### config.mk
export PLATFORM = sky130hd
export DESIGN_NAME = ext_port_hub
export DESIGN_NICKNAME = d
export VERILOG_FILES = /design/src/rtl/ext_port_hub.sv
export SDC_FILE = /design/constraint.sdc
export NUM_CORES = 1
export LEC_CHECK = 0
export ABC_AREA = 1
export CELL_PAD_IN_SITES_DETAIL_PLACEMENT = 0
export CELL_PAD_IN_SITES_GLOBAL_PLACEMENT = 1
export CORE_AREA = 8 8 179 181
export DETAILED_ROUTE_END_ITERATION = 7
export DIE_AREA = 0 0 187 189
export GPL_ROUTABILITY_DRIVEN = 0
export PLACE_DENSITY = 0.79
export SYNTH_ARGS = -nofsm -noshare
export SYNTH_HDL_FRONTEND = slang
export SYNTH_SLANG_ARGS = --single-unit
### constraint.sdc
create_clock -name clk -period 8.4 [get_ports clk]
set_clock_uncertainty 0.1 [all_clocks]
set_input_delay 0.84 -clock clk [delete_from_list [all_inputs] [get_ports clk]]
set_output_delay 0.84 -clock clk [all_outputs]
set_load 0.02 [all_outputs]
### src/rtl/ext_port_hub.sv
// ext_port_hub: N-channel extension-port controller.
// CPU requests are decoded by the top address bits into a channel. Writes are
// posted through a small FIFO. Reads wait until all earlier writes have drained.
// Each per-channel we/oe strobe is held for a programmable number of wait cycles.
module ext_port_hub #(
  parameter int N_CH         = 4,
  parameter int DATA_W       = 16,
  parameter int ADDR_W       = 24,
  parameter int SEL_W        = 2,
  parameter int WFIFO_DEPTH  = 4,
  parameter int WAIT_W       = 4,
  parameter int DEFAULT_WAIT = 1
) (
  input  logic                   clk,
  input  logic                   r,
  input  logic                   req_valid,
  output logic                   req_ready,
  input  logic                   req_we,
  input  logic [ADDR_W-1:0]      req_addr,
  input  logic [DATA_W-1:0]      req_wdata,
  output logic                   rsp_valid,
  output logic [DATA_W-1:0]      rsp_rdata,
  output logic                   rsp_err,
  output logic                   err_sticky,
  input  logic                   cfg_we,
  input  logic [SEL_W-1:0]       cfg_ch,
  input  logic [WAIT_W-1:0]      cfg_wait,
  output logic [ADDR_W-1:0]      ep_addr,
  output logic [DATA_W-1:0]      ep_wdata,
  output logic [N_CH-1:0]        ep_we,
  output logic [N_CH-1:0]        ep_oe,
  input  logic [N_CH*DATA_W-1:0] ep_rdata
);

  localparam int PTR_W = $clog2(WFIFO_DEPTH);
  localparam logic [SEL_W:0] NCH_L = (SEL_W+1)'(N_CH);

  typedef enum logic [1:0] {
    S_IDLE = 2'd0,
    S_WR   = 2'd1,
    S_RD   = 2'd2,
    S_RESP = 2'd3
  } state_t;

  // Decode a channel index into its strobe vector; zero for unimplemented channels.
  function automatic logic [N_CH-1:0] f_onehot(input logic [SEL_W-1:0] ch);
    logic [N_CH-1:0] v;
    v = '0;
    for (int k = 0; k < N_CH; k++) begin
      if (ch == SEL_W'(k)) begin
        v[k] = 1'b1;
      end
    end
    return v;
  endfunction

  // Posted-write FIFO storage and pointers (extra MSB distinguishes full from empty)
  logic [ADDR_W-1:0] r_fifo_addr [WFIFO_DEPTH];
  logic [DATA_W-1:0] r_fifo_data [WFIFO_DEPTH];
  logic [PTR_W:0]    r_wptr;
  logic [PTR_W:0]    r_rptr;

  logic [WAIT_W-1:0] r_wait [N_CH];

  state_t            r_state;
  state_t            w_state_nx;
  logic [WAIT_W-1:0] r_cnt, w_cnt_nx;
  logic [SEL_W-1:0]  r_ch, w_ch_nx;
  logic              r_mapped, w_mapped_nx;
  logic [ADDR_W-1:0] r_ep_addr, w_addr_nx;
  logic [DATA_W-1:0] r_ep_wdata, w_wdata_nx;
  logic [N_CH-1:0]   r_ep_we, w_we_nx;
  logic [N_CH-1:0]   r_ep_oe, w_oe_nx;
  logic              r_rsp_valid, w_rsp_valid_nx;
  logic [DATA_W-1:0] r_rsp_rdata, w_rsp_rdata_nx;
  logic              r_rsp_err, w_rsp_err_nx;
  logic              r_err_sticky, w_err_nx;

  logic              w_full;
  logic              w_empty;
  logic              w_rd_ok;
  logic              w_push;
  logic              w_pop;
  logic              w_rd_acc;
  logic [ADDR_W-1:0] w_src_addr;
  logic [DATA_W-1:0] w_src_data;
  logic [SEL_W-1:0]  w_src_ch;
  logic              w_src_mapped;
  logic [WAIT_W-1:0] w_src_wait;
  logic [DATA_W-1:0] w_rd_slice;

  assign w_empty = (r_wptr == r_rptr);
  assign w_full  = (r_wptr[PTR_W] != r_rptr[PTR_W]) &&
                   (r_wptr[PTR_W-1:0] == r_rptr[PTR_W-1:0]);

  // A read may only start once every posted write has been issued.
  assign w_rd_ok   = w_empty && (r_state == S_IDLE);
  assign req_ready = req_we ? !w_full : w_rd_ok;
  assign w_push    = req_valid && req_we && !w_full;
  assign w_rd_acc  = req_valid && !req_we && w_rd_ok;
  assign w_pop     = (r_state == S_IDLE) && !w_empty;

  // A queued write always has priority over a new read when the FSM latches.
  assign w_src_addr   = w_pop ? r_fifo_addr[r_rptr[PTR_W-1:0]] : req_addr;
  assign w_src_data   = w_pop ? r_fifo_data[r_rptr[PTR_W-1:0]] : r_ep_wdata;
  assign w_src_ch     = w_src_addr[ADDR_W-1 -: SEL_W];
  assign w_src_mapped = ({1'b0, w_src_ch} < NCH_L);

  // Wait count for the access being latched, bypassing a same-edge cfg write
  always_comb begin
    w_src_wait = '0;
    for (int k = 0; k < N_CH; k++) begin
      if (w_src_ch == SEL_W'(k)) begin
        if (cfg_we && (cfg_ch == w_src_ch)) begin
          w_src_wait = cfg_wait;
        end else begin
          w_src_wait = r_wait[k];
        end
      end
    end
  end

  // Select the read-data slice of the channel currently being read
  always_comb begin
    w_rd_slice = '0;
    for (int k = 0; k < N_CH; k++) begin
      if (r_ch == SEL_W'(k)) begin
        w_rd_slice = ep_rdata[k*DATA_W +: DATA_W];
      end
    end
  end

  // FIFO payload storage; contents are don't-care while the pointers say empty
  always_ff @(posedge clk) begin
    if (w_push) begin
      r_fifo_addr[r_wptr[PTR_W-1:0]] <= req_addr;
      r_fifo_data[r_wptr[PTR_W-1:0]] <= req_wdata;
    end
  end

  // FIFO pointers; reset discards any pending writes
  always_ff @(posedge clk or posedge r) begin
    if (r) begin
      r_wptr <= '0;
      r_rptr <= '0;
    end else begin
      if (w_push) begin
        r_wptr <= r_wptr + (PTR_W+1)'(1);
      end
      if (w_pop) begin
        r_rptr <= r_rptr + (PTR_W+1)'(1);
      end
    end
  end

  // Per-channel wait registers; writes to unimplemented channels are dropped
  always_ff @(posedge clk or posedge r) begin
    if (r) begin
      for (int k = 0; k < N_CH; k++) begin
        r_wait[k] <= WAIT_W'(DEFAULT_WAIT);
      end
    end else begin
      for (int k = 0; k < N_CH; k++) begin
        if (cfg_we && (cfg_ch == SEL_W'(k))) begin
          r_wait[k] <= cfg_wait;
        end
      end
    end
  end

  // Next-state and next-output logic for the strobe sequencer
  always_comb begin
    w_state_nx     = r_state;
    w_cnt_nx       = r_cnt;
    w_ch_nx        = r_ch;
    w_mapped_nx    = r_mapped;
    w_addr_nx      = r_ep_addr;
    w_wdata_nx     = r_ep_wdata;
    w_we_nx        = '0;
    w_oe_nx        = '0;
    w_rsp_valid_nx = 1'b0;
    w_rsp_rdata_nx = r_rsp_rdata;
    w_rsp_err_nx   = r_rsp_err;
    w_err_nx       = r_err_sticky;
    case (r_state)
      S_IDLE: begin
        if (w_pop || w_rd_acc) begin
          w_state_nx  = w_pop ? S_WR : S_RD;
          w_addr_nx   = w_src_addr;
          w_wdata_nx  = w_src_data;
          w_ch_nx     = w_src_ch;
          w_mapped_nx = w_src_mapped;
          if (w_src_mapped) begin
            w_cnt_nx = w_src_wait;
            if (w_pop) begin
              w_we_nx = f_onehot(w_src_ch);
            end else begin
              w_oe_nx = f_onehot(w_src_ch);
            end
          end else begin
            // Unmapped access: single cycle, no strobe, flag the error
            w_cnt_nx = '0;
            w_err_nx = 1'b1;
          end
        end else begin
          w_state_nx = S_IDLE;
        end
      end
      S_WR: begin
        if (r_cnt == '0) begin
          w_state_nx = S_IDLE;
        end else begin
          w_cnt_nx = r_cnt - WAIT_W'(1);
          w_we_nx  = r_mapped ? f_onehot(r_ch) : '0;
        end
      end
      S_RD: begin
        if (r_cnt == '0) begin
          w_state_nx     = S_RESP;
          w_rsp_valid_nx = 1'b1;
          w_rsp_rdata_nx = r_mapped ? w_rd_slice : '0;
          w_rsp_err_nx   = !r_mapped;
        end else begin
          w_cnt_nx = r_cnt - WAIT_W'(1);
          w_oe_nx  = r_mapped ? f_onehot(r_ch) : '0;
        end
      end
      S_RESP: begin
        w_state_nx = S_IDLE;
      end
      default: begin
        w_state_nx = S_IDLE;
      end
    endcase
  end

  // Sequencer state and registered outputs; reset drops strobes immediately
  always_ff @(posedge clk or posedge r) begin
    if (r) begin
      r_state      <= S_IDLE;
      r_cnt        <= '0;
      r_ch         <= '0;
      r_mapped     <= 1'b0;
      r_ep_addr    <= '0;
      r_ep_wdata   <= '0;
      r_ep_we      <= '0;
      r_ep_oe      <= '0;
      r_rsp_valid  <= 1'b0;
      r_rsp_rdata  <= '0;
      r_rsp_err    <= 1'b0;
      r_err_sticky <= 1'b0;
    end else begin
      r_state      <= w_state_nx;
      r_cnt        <= w_cnt_nx;
      r_ch         <= w_ch_nx;
      r_mapped     <= w_mapped_nx;
      r_ep_addr    <= w_addr_nx;
      r_ep_wdata   <= w_wdata_nx;
      r_ep_we      <= w_we_nx;
      r_ep_oe      <= w_oe_nx;
      r_rsp_valid  <= w_rsp_valid_nx;
      r_rsp_rdata  <= w_rsp_rdata_nx;
      r_rsp_err    <= w_rsp_err_nx;
      r_err_sticky <= w_err_nx;
    end
  end

  assign ep_addr    = r_ep_addr;
  assign ep_wdata   = r_ep_wdata;
  assign ep_we      = r_ep_we;
  assign ep_oe      = r_ep_oe;
  assign rsp_valid  = r_rsp_valid;
  assign rsp_rdata  = r_rsp_rdata;
  assign rsp_err    = r_rsp_err;
  assign err_sticky = r_err_sticky;

endmodule

---- Word level (Yosys, flattened, before mapping) ----
Memories as Yosys holds them, arrays and structs flattened. A register that Yosys moved wholly into a read port is not among the register bits.
Index checks and enable logic that the tools add are counted.
storage, ports and cells
  input bits .............................. 115
  memories kept ........................... 2
  bits in registers ....................... 81
  output and inout bits ................... 68
  logic and storage cells ................. 113
  bits in writable memories ............... 160
memories
  memory       words  width  read ports  clocked after Yosys merged registers in  wr ports  RTL line  text
  r_fifo_addr  4      24     1           0                                        1         58        logic [ADDR_W-1:0] r_fifo_addr [WFIFO_DEPTH];
  r_fifo_data  4      16     1           1                                        1         59        logic [DATA_W-1:0] r_fifo_data [WFIFO_DEPTH];
cells by class
  equality and inequality tests ........... 20
  $add $sub $neg .......................... 3
  reduce and logical (&&, ||, !) cells .... 29
  muxes and demuxes ....................... 43
operators with widths
  cell                 number
  $mux 16              5
  $mux 4               16
  $mux 24              1
  $pmux 4 s2           3
  $eq 2x2->1 const B   8
  $mux 1               13
  $logic_and 1x1->1    12
  $eq 2x1->1 const B   4
  $logic_not 2->1      4
  $mux 2               4
  $pmux 2 s4           1
  $add 3x1->3 const B  2
  $ne 2x2->1 const B   3
  $reduce_and 2->1     3
  $reduce_and 3->1     2
  $eq 2x2->1           2
  $logic_not 1->1      4
  $logic_not 4->1      1
  $sub 4x1->4 const B  1
  $eq 3x3->1           1
  $ne 2x1->1 const B   1
  $reduce_bool 2->1    1
  $reduce_or 2->1      1
  $logic_or 1x1->1     1
  $ne 1x1->1           1

---- Logic depth before layout (Yosys ltp) ----
  depth in word-level cells ............... 13
  depth in mapped cells ................... 17
  depth with buffers taken out ............ 15

---- Worst setup path after synthesis ----
Ideal clock, no wire load.
  path kind ............................... input -> register
  from .................................... input req_we
  to ...................................... memory r_fifo_addr[3][0] (enable)
  library setup time ...................... 440 ps
  slack ................................... 5047 ps
  data arrival time ....................... 2813 ps
  required time ........................... 7860 ps
  path buffers ............................ 0
  cell stages on the path ................. 2
  cell sequence ........................... nand3_1 > nor2_1
between the ends
  longest elaborated chain between the ends .. 4
RTL lines
  what                            RTL line  text
  start: declaration              18        input logic req_we,
  $logic_and 1x1->1 (2 in a row)  99        assign w_push = req_valid && req_we && !w_full;
  $mux 1                          135       if (w_push) begin
  $mux 1 (implied by the code)    136       r_fifo_addr[r_wptr[PTR_W-1:0]] <= req_addr;
  end: declaration                58
Every way passes these cells.

---- Final worst setup path ----
  from .................................... register r_rptr[1]
  to ...................................... output req_ready
between the ends
  longest elaborated chain between the ends .. 4
  elaborated cells between the ends (all ways) .. 6
  those cells by class .................... eq/ne (2); mux (1); reduce/logical (3)
RTL lines
  what                      RTL line  text
  start: declaration        61        logic [PTR_W:0] r_rptr;
  start signal: assignment  151       r_rptr <= r_rptr + (PTR_W+1)'(1);
  $eq 2x2->1                94        (r_wptr[PTR_W-1:0] == r_rptr[PTR_W-1:0]);
  $logic_and 1x1->1         93        assign w_full = (r_wptr[PTR_W] != r_rptr[PTR_W]) &&
  $logic_not 1->1           98        assign req_ready = req_we ? !w_full : w_rd_ok;
  $mux 1 (*)                98
  end: declaration          17        output logic req_ready,
Mark *: on every way between the ends. The rest lies on a longest branch, timed or not.

==> impl_metrics.py <==
metrics = {
    "final_layout": {
        "areaGrowthSynthToFinish_pct": 28.4,
        "fin_cells": 1554,
        "n_antenna_cell": 0,
        "final_nets": 1268,
        "drive_gt1_frac": 0.0670,
        "design_area_sq_mm": 0.0137,
    },
    "worst_setup_path": {
        "cp-start-kind": "register",
        "crit_required_ns": 7.46,
        "crit_arrival_ns": 3.37,
        "rr_endpoint": "ep_addr[18]$_DFFE_PP0P_",
        "worstSetupPathType": "register to output pin",
        "end_kind": "output pin",
        "crit_fanout": 43,
        "ff2ff_setup_slack_ns": 4.24,
        "r2r_start": "r_rptr[1]$_DFFE_PP0N_",
        "reg2reg_depth": 9,
    },
    "clocking": {
        "cts.repair.resized": 0,
        "htree_levels": 1,
        "hold_buffers": 0,
        "cts_buffers": 27,
        "post_cts_buffers": 0,
        "numClockSinks": 255,
        "path_clk_slew_ns": 0.06,
        "clock_latency_ns": 0.55,
        "cts_tree": "built",
        "clockBufferDepth": 3,
        "cts_root_buf": "clkbuf_16",
    },
    "yosys": {
        "synthArstFlopShare": 0.373,
        "netlist_area_sq_mm": 0.0107,
        "synth_fp_nets": 1103,
        "synthCells": 978,
        "synth_cell_type_count": 37,
        "synthFlopType": "edfxtp_1",
        "yosys_warnings": 0,
        "synth_area_leaders": "edfxtp_1, dfrtp_1, nor2_1",
        "ys_seq_elements": 255,
        "yosysTopAreaCellShare": 0.450,
        "avgSynthCellArea_sq_um": 10.9,
        "synth-edff-count": 160,
        "seq_area_frac_synth": 0.673,
        "synth_top_cell_by_area": "edfxtp_1",
    },
    "flow_run": {
        "drv_cap": 0,
    },
    "global_route": {
        "antenna_found_initial": 1,
        "grt_pass1_wl_um": 43700,
        "grt_usage": 0.153,
        "grt_max_degree": 83,
        "overflow": 0,
        "grt_pass1_vias": 7831,
    },
    "placed_design": {
        "dp_cells": 1504,
        "dp_hpwl_um": 17200,
        "io_buffers": 181,
        "place_area_sq_mm": 0.0129,
    },
    "timing": {
        "worst_pin_slew_ns": 1.04,
        "finalHoldViolCount": 0,
        "fin_crit_ns": 4.31,
        "relSlewSlack": 0.307,
        "rsz0062_at_grt": "no",
        "hold_ws_ns": 0.356,
        "tns_ns": 0,
        "max_freq_mhz": 232,
        "fin_crit_sh": 0.513,
        "setup_viol": 0,
        "slew_violations": 0,
    },
    "die": {
        "initial_utilization": 0.365,
        "row_count": 63,
        "die_x_um": 187,
        "die_y_um": 189,
        "dieArea_sq_mm": 0.0353,
        "core_area_sq_mm": 0.0292,
        "ios": 183,
    },
    "detailed_routing": {
        "num_vias": 7679,
        "post_drt_wl_per_cell_um": 17.6,
        "routed_wl_um": 27400,
        "top_layer_used": "met5",
        "vias_per_cell": 4.94,
        "drt-met1-wl_um": 12500,
        "dr_wl_met3_um": 1470,
        "wl_met2_um": 12800,
        "first_pass_iters": 5,
        "first_iter_violations": 522,
        "ant_nets": 0,
        "drc_errors": 0,
    },
    "min_path": {
        "min_from": "r_mapped$_DFFE_PP0P_",
        "min_path_cells": 1,
        "hold_class": "register to register",
        "hold_end": "rsp_err$_DFFE_PP0P_",
    },
    "power_and_ir_drop": {
        "peakVddDrop_v": 0.000177,
        "p_leak_nw": 5.21,
        "powerDensity_mw_per_mm2": 360,
    },
    "outcome": {
        "status": "finished clean",
    },
}
==> flip-flops by register name, summed over array words and instances, names as in the netlist <==
signal       count
ep_oe            4
rsp_rdata       16
ep_wdata        16
r_ch             2
r_rptr           3
r_cnt            4
rsp_err          1
ep_we            4
r_wptr           3
r_mapped         1
r_state          2
r_fifo_addr     96
rsp_valid        1
r_wait          16
r_fifo_data     64
ep_addr         22
==> worst max-delay path: stages, from the launching register on <==
cell and delay [ns]:
dfrtp_2 0.73, inv_2 0.75, nand2_1 0.15, nand2_2 0.13, nand3_4 0.10, nor2_2 0.13
nand2_1 0.09, nand2_1 0.11, clkdlybuf4s50_1 0.62
==> cells in the final DEF, fill, tap and decap left out, drive strengths merged, types with 13 or more instances in the layout <==
cell type,n
clkbuf,33
a31oi,16
nand3,36
o21ai,123
nor3,13
dfrtp,91
nor2,195
clkinv,13
o22ai,27
inv,50
clkdlybuf4s50,181
edfxtp,160
o31ai,29
nand2,130
==> through the flow <==
step	power, mW	setup slack, ns	util
after floorplan	3.10	4.99	-
after global placement	3.81	4.32	0.439
after detailed placement	3.85	4.21	0.439
after CTS	5.01	4.05	0.469
after global routing	5.28	3.88	0.469
final	4.94	4.09	0.469
==> cells by family (layout without fill, tap and decap cells) <==
family	count (synthesis)	after routing	synth area share
other	1	1	0.000351
xor gates and xnor gates	5	5	0.00480
AOI/OAI and AO/OA	226	226	0.125
adders and majority gates	10	10	0.0117
DFF	255	255	0.673
and+or+nand+nor	379	379	0.146
buffers and inverters	102	288	0.0392
==> worst max path at each step <==
stage	to	start	slack, ns
6_report	req_ready	r_rptr[1]$_DFFE_PP0N_	4.09
3_5_place_dp	ep_addr[6]$_DFFE_PP0P_	r_rptr[1]$_DFFE_PP0N_	4.21
2_1_floorplan	ep_addr[0]$_DFFE_PP0P_	r	4.99
4_1_cts	req_ready	r_rptr[1]$_DFFE_PP0N_	4.05
5_1_grt	ep_addr[0]$_DFFE_PP0P_	r_rptr[1]$_DFFE_PP0N_	3.88
3_3_place_gp	r_ch[0]$_DFFE_PP0P_	r_rptr[1]$_DFFE_PP0N_	4.32
==> area by class of cell <==
type / instances / area, sq um
flip-flops and latches: 255 / 7190
repair buffers: 189 / 1870
multi-input cells: 621 / 3110
well taps: 390 / 488
fillers: 2678 / 15500
inverters: 49 / 189
clock buffers: 33 / 708
clock inverters: 17 / 151
==> per-layer routing <==
layer	global-route usage	up-vias
met5	0	-
met4	0.0443	2
met3	0.0333	43
met2	0.253	206
met1	0.199	3672
li1	-	3756
==> synth_stat cells, drive strengths merged, types with 10 or more instances <==
library cell,number
nor2,195
edfxtp,160
nand2,130
o21ai,123
dfrtp,91
inv,49
clkbuf,40
nand3,36
o31ai,29
o22ai,27
a31oi,16
buf,13
nor3,13
a21oi,10
a221oi,10
ha,10
==> report_power, final <==
group / leakage, nW / switching, mW / internal (mW) / total (mW)
clock network: 0.419 / 0.483 / 0.664 / 1.15
registers: 2.59 / 0.169 / 1.63 / 1.80
logic: 2.21 / 1.25 / 0.735 / 1.99
total: 5.21 / 1.90 / 3.03 / 4.94
No activity file was read; power rests on OpenSTA's default activity.
